===== config.mk =====
export PLATFORM = sky130hd
export DESIGN_NAME = mc_control_fsm_flat
export DESIGN_NICKNAME = d
export VERILOG_FILES = /design/src/rtl/mc_control_fsm_if.sv /design/src/rtl/mc_control_fsm.sv /design/src/flat_wrapper.sv
export SDC_FILE = /design/constraint.sdc
export NUM_CORES = 1
export LEC_CHECK = 0
export CORE_MARGIN = 2
export CORE_UTILIZATION = 39
export DETAILED_ROUTE_END_ITERATION = 10
export GPL_ROUTABILITY_DRIVEN = 0
export PLACE_DENSITY = 0.83
export SETUP_SLACK_MARGIN = 0.4
export SLEW_MARGIN = 10
export SYNTH_ARGS = -nofsm -noshare
export SYNTH_HDL_FRONTEND = slang
export SYNTH_SLANG_ARGS = --single-unit

===== constraint.sdc =====
create_clock -name i_clk -period 2.4 [get_ports i_clk]
set_clock_uncertainty 0.2 [all_clocks]
set_input_delay 0.24 -clock i_clk [delete_from_list [all_inputs] [get_ports i_clk]]
set_output_delay 0.24 -clock i_clk [all_outputs]
set_load 0.01 [all_outputs]

===== src/rtl/mc_control_fsm_if.sv =====
// Control bundle between the multicycle main FSM and its datapath.
//   i_Opcode   : opcode field of the instruction register (instr[6:0])
//   i_Zero     : ALU zero flag, combinational, current cycle
//   i_MemReady : memory finished the current read/write this cycle
//   o_PCen .. o_ALUop : datapath/memory control strobes and mux selects
//   o_State    : current FSM state encoding (debug)
//   o_Illegal  : one-cycle pulse on an unsupported opcode
// Modports: master = the control FSM, slave = the datapath side.
// Handshake: a memory request (o_MemRead/o_MemWrite) stays asserted and the
// FSM holds its state until the cycle in which i_MemReady is 1; that cycle
// completes the transfer and the FSM advances on the next clock edge.
interface mc_control_fsm_if #(
  parameter int OPW = 7,
  parameter int SW  = 4
);
  logic [OPW-1:0] i_Opcode;
  logic           i_Zero;
  logic           i_MemReady;
  logic           o_PCen;
  logic           o_IorD;
  logic [1:0]     o_PCsrc;
  logic           o_IRwrite;
  logic           o_MemRead;
  logic           o_MemWrite;
  logic           o_RegWrite;
  logic [1:0]     o_ResultSrc;
  logic [1:0]     o_ALUsrcA;
  logic [1:0]     o_ALUsrcB;
  logic [1:0]     o_ALUop;
  logic [SW-1:0]  o_State;
  logic           o_Illegal;

  modport master (
    input  i_Opcode, i_Zero, i_MemReady,
    output o_PCen, o_IorD, o_PCsrc, o_IRwrite, o_MemRead, o_MemWrite,
           o_RegWrite, o_ResultSrc, o_ALUsrcA, o_ALUsrcB, o_ALUop,
           o_State, o_Illegal
  );

  modport slave (
    output i_Opcode, i_Zero, i_MemReady,
    input  o_PCen, o_IorD, o_PCsrc, o_IRwrite, o_MemRead, o_MemWrite,
           o_RegWrite, o_ResultSrc, o_ALUsrcA, o_ALUsrcB, o_ALUop,
           o_State, o_Illegal
  );
endinterface


===== src/rtl/mc_control_fsm.sv =====
// Main control FSM of the multicycle datapath.
// Sequences fetch, decode, execute, memory and writeback from the IR opcode.
// Ports:
//   i_clk   : clock
//   i_reset : synchronous, active-high reset (state returns to IDLE)
//   bus     : mc_control_fsm_if.master -- opcode/zero/memory-ready in,
//             all datapath controls, debug state and illegal pulse out
// Moore machine: one registered state; outputs are a decode of the state,
// except PC/IR enables in FETCH (gated by i_MemReady) and PC enable in BEQ
// (taken from the live i_Zero flag).
module mc_control_fsm #(
  parameter int OPW = 7,
  parameter int SW  = 4
) (
  input  logic               i_clk,
  input  logic               i_reset,
  mc_control_fsm_if.master   bus
);

  typedef enum logic [3:0] {
    S_IDLE   = 4'd0,
    S_FETCH  = 4'd1,
    S_DECODE = 4'd2,
    S_MEMADR = 4'd3,
    S_MEMRD  = 4'd4,
    S_MEMWB  = 4'd5,
    S_MEMWR  = 4'd6,
    S_EXER   = 4'd7,
    S_EXEI   = 4'd8,
    S_ALUWB  = 4'd9,
    S_BEQ    = 4'd10,
    S_JAL    = 4'd11,
    S_ILL    = 4'd12
  } state_t;

  localparam logic [OPW-1:0] OP_LW  = OPW'(7'b0000011);
  localparam logic [OPW-1:0] OP_SW  = OPW'(7'b0100011);
  localparam logic [OPW-1:0] OP_R   = OPW'(7'b0110011);
  localparam logic [OPW-1:0] OP_I   = OPW'(7'b0010011);
  localparam logic [OPW-1:0] OP_BEQ = OPW'(7'b1100011);
  localparam logic [OPW-1:0] OP_JAL = OPW'(7'b1101111);

  state_t state_q, state_d;

  logic       pcen, iord, irwrite, memread, memwrite, regwrite, illegal;
  logic [1:0] pcsrc, resultsrc, srca, srcb, aluop;

  // Next-state logic.
  always_comb begin
    state_d = S_IDLE;
    case (state_q)
      S_IDLE:   state_d = S_FETCH;
      S_FETCH:  state_d = bus.i_MemReady ? S_DECODE : S_FETCH;
      S_DECODE: begin
        if (bus.i_Opcode == OP_LW || bus.i_Opcode == OP_SW) state_d = S_MEMADR;
        else if (bus.i_Opcode == OP_R)   state_d = S_EXER;
        else if (bus.i_Opcode == OP_I)   state_d = S_EXEI;
        else if (bus.i_Opcode == OP_BEQ) state_d = S_BEQ;
        else if (bus.i_Opcode == OP_JAL) state_d = S_JAL;
        else                             state_d = S_ILL;
      end
      // Only lw/sw reach MEMADR; the IR still holds that opcode here.
      S_MEMADR: state_d = (bus.i_Opcode == OP_LW) ? S_MEMRD : S_MEMWR;
      S_MEMRD:  state_d = bus.i_MemReady ? S_MEMWB : S_MEMRD;
      S_MEMWB:  state_d = S_FETCH;
      S_MEMWR:  state_d = bus.i_MemReady ? S_FETCH : S_MEMWR;
      S_EXER:   state_d = S_ALUWB;
      S_EXEI:   state_d = S_ALUWB;
      S_ALUWB:  state_d = S_FETCH;
      S_BEQ:    state_d = S_FETCH;
      S_JAL:    state_d = S_FETCH;
      S_ILL:    state_d = S_FETCH;
      default:  state_d = S_IDLE;
    endcase
  end

  always_ff @(posedge i_clk) begin
    if (i_reset) state_q <= S_IDLE;
    else         state_q <= state_d;
  end

  // Output decode; anything not set for a state stays 0.
  always_comb begin
    pcen      = 1'b0;
    iord      = 1'b0;
    pcsrc     = 2'b00;
    irwrite   = 1'b0;
    memread   = 1'b0;
    memwrite  = 1'b0;
    regwrite  = 1'b0;
    resultsrc = 2'b00;
    srca      = 2'b00;
    srcb      = 2'b00;
    aluop     = 2'b00;
    illegal   = 1'b0;
    case (state_q)
      S_FETCH: begin
        memread = 1'b1;
        srcb    = 2'b01;
        // PC+4 and the IR load only in the cycle the read completes.
        if (bus.i_MemReady) begin
          irwrite = 1'b1;
          pcen    = 1'b1;
        end
      end
      S_DECODE: begin
        srca = 2'b10;
        srcb = 2'b10;
      end
      S_MEMADR: begin
        srca = 2'b01;
        srcb = 2'b10;
      end
      S_MEMRD: begin
        memread = 1'b1;
        iord    = 1'b1;
      end
      S_MEMWB: begin
        regwrite  = 1'b1;
        resultsrc = 2'b01;
      end
      S_MEMWR: begin
        memwrite = 1'b1;
        iord     = 1'b1;
      end
      S_EXER: begin
        srca  = 2'b01;
        aluop = 2'b10;
      end
      S_EXEI: begin
        srca  = 2'b01;
        srcb  = 2'b10;
        aluop = 2'b10;
      end
      S_ALUWB: regwrite = 1'b1;
      S_BEQ: begin
        srca  = 2'b01;
        aluop = 2'b01;
        pcsrc = 2'b01;
        pcen  = bus.i_Zero;
      end
      S_JAL: begin
        pcsrc     = 2'b01;
        pcen      = 1'b1;
        regwrite  = 1'b1;
        resultsrc = 2'b10;
      end
      S_ILL:   illegal = 1'b1;
      default: ;
    endcase
  end

  assign bus.o_PCen      = pcen;
  assign bus.o_IorD      = iord;
  assign bus.o_PCsrc     = pcsrc;
  assign bus.o_IRwrite   = irwrite;
  assign bus.o_MemRead   = memread;
  assign bus.o_MemWrite  = memwrite;
  assign bus.o_RegWrite  = regwrite;
  assign bus.o_ResultSrc = resultsrc;
  assign bus.o_ALUsrcA   = srca;
  assign bus.o_ALUsrcB   = srcb;
  assign bus.o_ALUop     = aluop;
  assign bus.o_State     = SW'(state_q);
  assign bus.o_Illegal   = illegal;

endmodule


===== src/flat_wrapper.sv =====
// flat-port wrapper written by rule: the top's interface ports become plain ports
module mc_control_fsm_flat 
#(
  parameter int OPW = 7,
  parameter int SW  = 4
)
  (i_clk, i_reset, bus_i_Opcode, bus_i_Zero, bus_i_MemReady, bus_o_PCen, bus_o_IorD, bus_o_PCsrc, bus_o_IRwrite, bus_o_MemRead, bus_o_MemWrite, bus_o_RegWrite, bus_o_ResultSrc, bus_o_ALUsrcA, bus_o_ALUsrcB, bus_o_ALUop, bus_o_State, bus_o_Illegal);
  mc_control_fsm_if #(.OPW(OPW), .SW(SW)) bus_i ();
  input  logic i_clk;
  input  logic i_reset;
  input wire logic [$bits(bus_i.i_Opcode)-1:0] bus_i_Opcode;
  input wire logic [$bits(bus_i.i_Zero)-1:0] bus_i_Zero;
  input wire logic [$bits(bus_i.i_MemReady)-1:0] bus_i_MemReady;
  output wire logic [$bits(bus_i.o_PCen)-1:0] bus_o_PCen;
  output wire logic [$bits(bus_i.o_IorD)-1:0] bus_o_IorD;
  output wire logic [$bits(bus_i.o_PCsrc)-1:0] bus_o_PCsrc;
  output wire logic [$bits(bus_i.o_IRwrite)-1:0] bus_o_IRwrite;
  output wire logic [$bits(bus_i.o_MemRead)-1:0] bus_o_MemRead;
  output wire logic [$bits(bus_i.o_MemWrite)-1:0] bus_o_MemWrite;
  output wire logic [$bits(bus_i.o_RegWrite)-1:0] bus_o_RegWrite;
  output wire logic [$bits(bus_i.o_ResultSrc)-1:0] bus_o_ResultSrc;
  output wire logic [$bits(bus_i.o_ALUsrcA)-1:0] bus_o_ALUsrcA;
  output wire logic [$bits(bus_i.o_ALUsrcB)-1:0] bus_o_ALUsrcB;
  output wire logic [$bits(bus_i.o_ALUop)-1:0] bus_o_ALUop;
  output wire logic [$bits(bus_i.o_State)-1:0] bus_o_State;
  output wire logic [$bits(bus_i.o_Illegal)-1:0] bus_o_Illegal;
  assign bus_i.i_Opcode = bus_i_Opcode;
  assign bus_i.i_Zero = bus_i_Zero;
  assign bus_i.i_MemReady = bus_i_MemReady;
  assign bus_o_PCen = bus_i.o_PCen;
  assign bus_o_IorD = bus_i.o_IorD;
  assign bus_o_PCsrc = bus_i.o_PCsrc;
  assign bus_o_IRwrite = bus_i.o_IRwrite;
  assign bus_o_MemRead = bus_i.o_MemRead;
  assign bus_o_MemWrite = bus_i.o_MemWrite;
  assign bus_o_RegWrite = bus_i.o_RegWrite;
  assign bus_o_ResultSrc = bus_i.o_ResultSrc;
  assign bus_o_ALUsrcA = bus_i.o_ALUsrcA;
  assign bus_o_ALUsrcB = bus_i.o_ALUsrcB;
  assign bus_o_ALUop = bus_i.o_ALUop;
  assign bus_o_State = bus_i.o_State;
  assign bus_o_Illegal = bus_i.o_Illegal;
  mc_control_fsm #(.OPW(OPW), .SW(SW)) u_core (.i_clk(i_clk), .i_reset(i_reset), .bus(bus_i));
endmodule

==> results_dict.tcl <==
set metrics [dict create \
    status "completed" \
    cp_data_required_time_ns 1.96 \
    port_buffers 30 \
    core_sq_um 1280 \
    antenna_found_initial 0 \
    path_delay_family "buffers and inverters" \
    maxCapViolations 0 \
    synth_cell_types 34 \
    grt_usage_pct 20.5 \
    slowest_delay_ns 0.53 \
    drtAntennaViolNets 0 \
    seqCellArea_sq_um 92.6 \
    p_per_area_nw_per_um2 360 \
    crit_type "reg2out" \
    cts_tree "built" \
    drt_iter0_markers 41 \
    grt_max_degree 17 \
    leakagePower_nw 0.492 \
    fmax_mhz 496 \
    grt_pass1_vias 573 \
    finalCritPeriodShare_pct 84.1 \
    n_antenna_cell 0 \
    clk_latency_ns 0.23 \
    multi_input_area_sq_um 437 \
    ys_top_cells_by_area "dfxtp_1 (15%), nor2_1 (11%), nor3_1 (6.6%), a21oi_1 (5.6%), nand2b_1 (4.7%)" \
    arrival_ns 1.58 \
    final_nets 128 \
    ctsRootBufferMaster "clkbuf_4" \
    hpwl_microns 1180 \
    dr.pass1.iters 4 \
    drcViolationCount 0 \
    clk_path_buf_depth 2 \
    ys.flop_type "dfxtp_1" \
    overflow 0 \
    yosys.area.top_type "dfxtp_1" \
    area_growth_pct 77.7 \
    critPathMaxFanout 13 \
    cp-start-kind "register" \
    clkSinkCount 4 \
    drive_above_1_share_pct 21.7 \
    syn_area_per_cell_sq_um 6.66 \
    via_count 699 \
    synth-edff-count 0 \
    maxSlewViolCount 0 \
    cp_num_buf_inv 2 \
    clkTransAtPathRegs_ns 0.04 \
    finalSetupTns_ns 0 \
    cts_made_buffers 3 \
    ff2ff_setup_slack_ns 0.89 \
    critPathSlowestCell "clkdlybuf4s50_1" \
    num_rows 13 \
    largest_register_ffs 4 \
    synth_top_cell_area_share_pct 15.0 \
    wl_microns 1670 \
    finalHoldViolCount 0 \
    grt_pass1_wl_microns 2300 \
    die_w_microns 41.0 \
    setup-violations-final 0 \
    io_pins 32 \
    htree_levels 1 \
    rsz0062_at_grt "yes" \
    crit_path_end_kind "output pin" \
    avgRoutedWirePerCell_microns 12.9 \
    ir_drop_mv 0.223 \
    seq_area_frac_synth_pct 15.0 \
    final.min_clock_period_ns 2.02 \
    syn_nets 91 \
    initial_core_util_pct 41.5 \
    via_per_inst 5.38 \
    async_flop_share_pct 0 \
    synth_area_sq_um 533 \
    yosysMostFrequentCell "nor2_1" \
    min_path_type "in2reg" \
    synth_commonest_cells "nor2_1 (15), nor3_1 (7), a21oi_1 (6)" \
    yosysWarnings 0 \
    die_h_microns 41.0 \
    fill_cells 118 \
    hold_buffers 0 \
    crit_chain "nand2_2 -> nor2_1 -> a21oi_2 -> inv_1 -> clkdlybuf4s50_1" \
    die_area_sq_um 1680 \
    fin_util_pct 73.7 \
    synthCells 80 \
    synth_seq_cells 4 \
]
per-stage QoR:
step	setup WS (ns)	hold slack [ns]	area, sq um	cells	power [mW]
6_report	0.382	0.450	947	130	0.341
5_1_grt	0.326	0.444	947	130	0.368
3_5_place_dp	0.207	0.522	846	123	0.249
2_1_floorplan	0.769	0.214	533	80	0.167
3_3_place_gp	0.262	0.539	846	123	0.246
4_1_cts	0.369	0.416	882	126	0.331
worst paths after layout:
kind,from,end,cells past startpoint
min reg2reg,u_core.bus.o_State[2]$_SDFF_PP0_,u_core.bus.o_State[3]$_SDFF_PP0_,3
min,bus_i_MemReady,u_core.bus.o_State[0]$_SDFF_PP0_,5
max reg2reg,u_core.bus.o_State[3]$_SDFF_PP0_,u_core.bus.o_State[2]$_SDFF_PP0_,5
max,u_core.bus.o_State[1]$_SDFF_PP0_,bus_o_ALUop[1],5
repair_timing:
item                                    in CTS  in global routing
buffers inserted                             0                  4
resized for setup                           14                 11
endpoints found under the setup margin      15                  8
worst reg2reg max path, delay by kind of cell, from the launching register on:
kind | cells | cell delay, ns
AOI/OAI and AO/OA | 1 | 0.25
DFF | 1 | 0.35
buffers and inverters | 1 | 0.18
and+or+nand+nor | 3 | 0.42
metal layers:
| layer | wire length, microns | global-route usage, % | vias up |
|---|---|---|---|
| li1 | - | - | 346 |
| met1 | 707 | 23.9 | 316 |
| met2 | 832 | 36.3 | 37 |
| met3 | 131 | 5.43 | 0 |
| met4 | 0 | 5.00 | 0 |
| met5 | 0 | 0 | - |
power by group:
group	leakage [nW]	switching [mW]	internal [mW]	total (mW)
sequential	0.0352	0.0182	0.0735	0.0917
clock	0.0138	0.0263	0.0558	0.0821
combinational	0.442	0.0766	0.0909	0.168
placed cells by master (no fill, tap or decap), types with 2 or more instances in the layout:
cell             synthesis  final
dlymetal6s2s_1           0      6
dlygate4sd2_1            0      5
dfxtp_4                  0      3
o21bai_1                 2      2
nor3_1                   7      7
nand2_1                  4      3
nand3b_1                 2      2
o21ai_0                  3      3
nor2_1                  15     14
buf_4                    2      7
clkbuf_4                 0      3
a21oi_2                  1      2
clkdlybuf4s50_1          0     19
xnor2_1                  2      2
nand2b_1                 4      4
inv_1                    4      4
a21oi_1                  6      5
cell families (layout without fill, tap and decap cells):
kind of cell    Yosys count  count (layout)  share of synthesized area, %
compound gates           19              19                          24.2
buf+inv                   9              44                          8.21
other cells               1               1                         0.704
mux                       1               1                          1.88
xor+xnor                  2               2                          3.29
simple gates             44              44                          46.7
flops                     4               4                          15.0
area by class of cell:
class / instances / area share (%)
tap: 15 / 1.98
sequential: 4 / 9.78
multi-input combinational: 67 / 46.1
clock buffer: 3 / 2.38
inverter: 4 / 1.59
timing repair buffer: 37 / 38.2
Power figures use the tool's default switching activity.
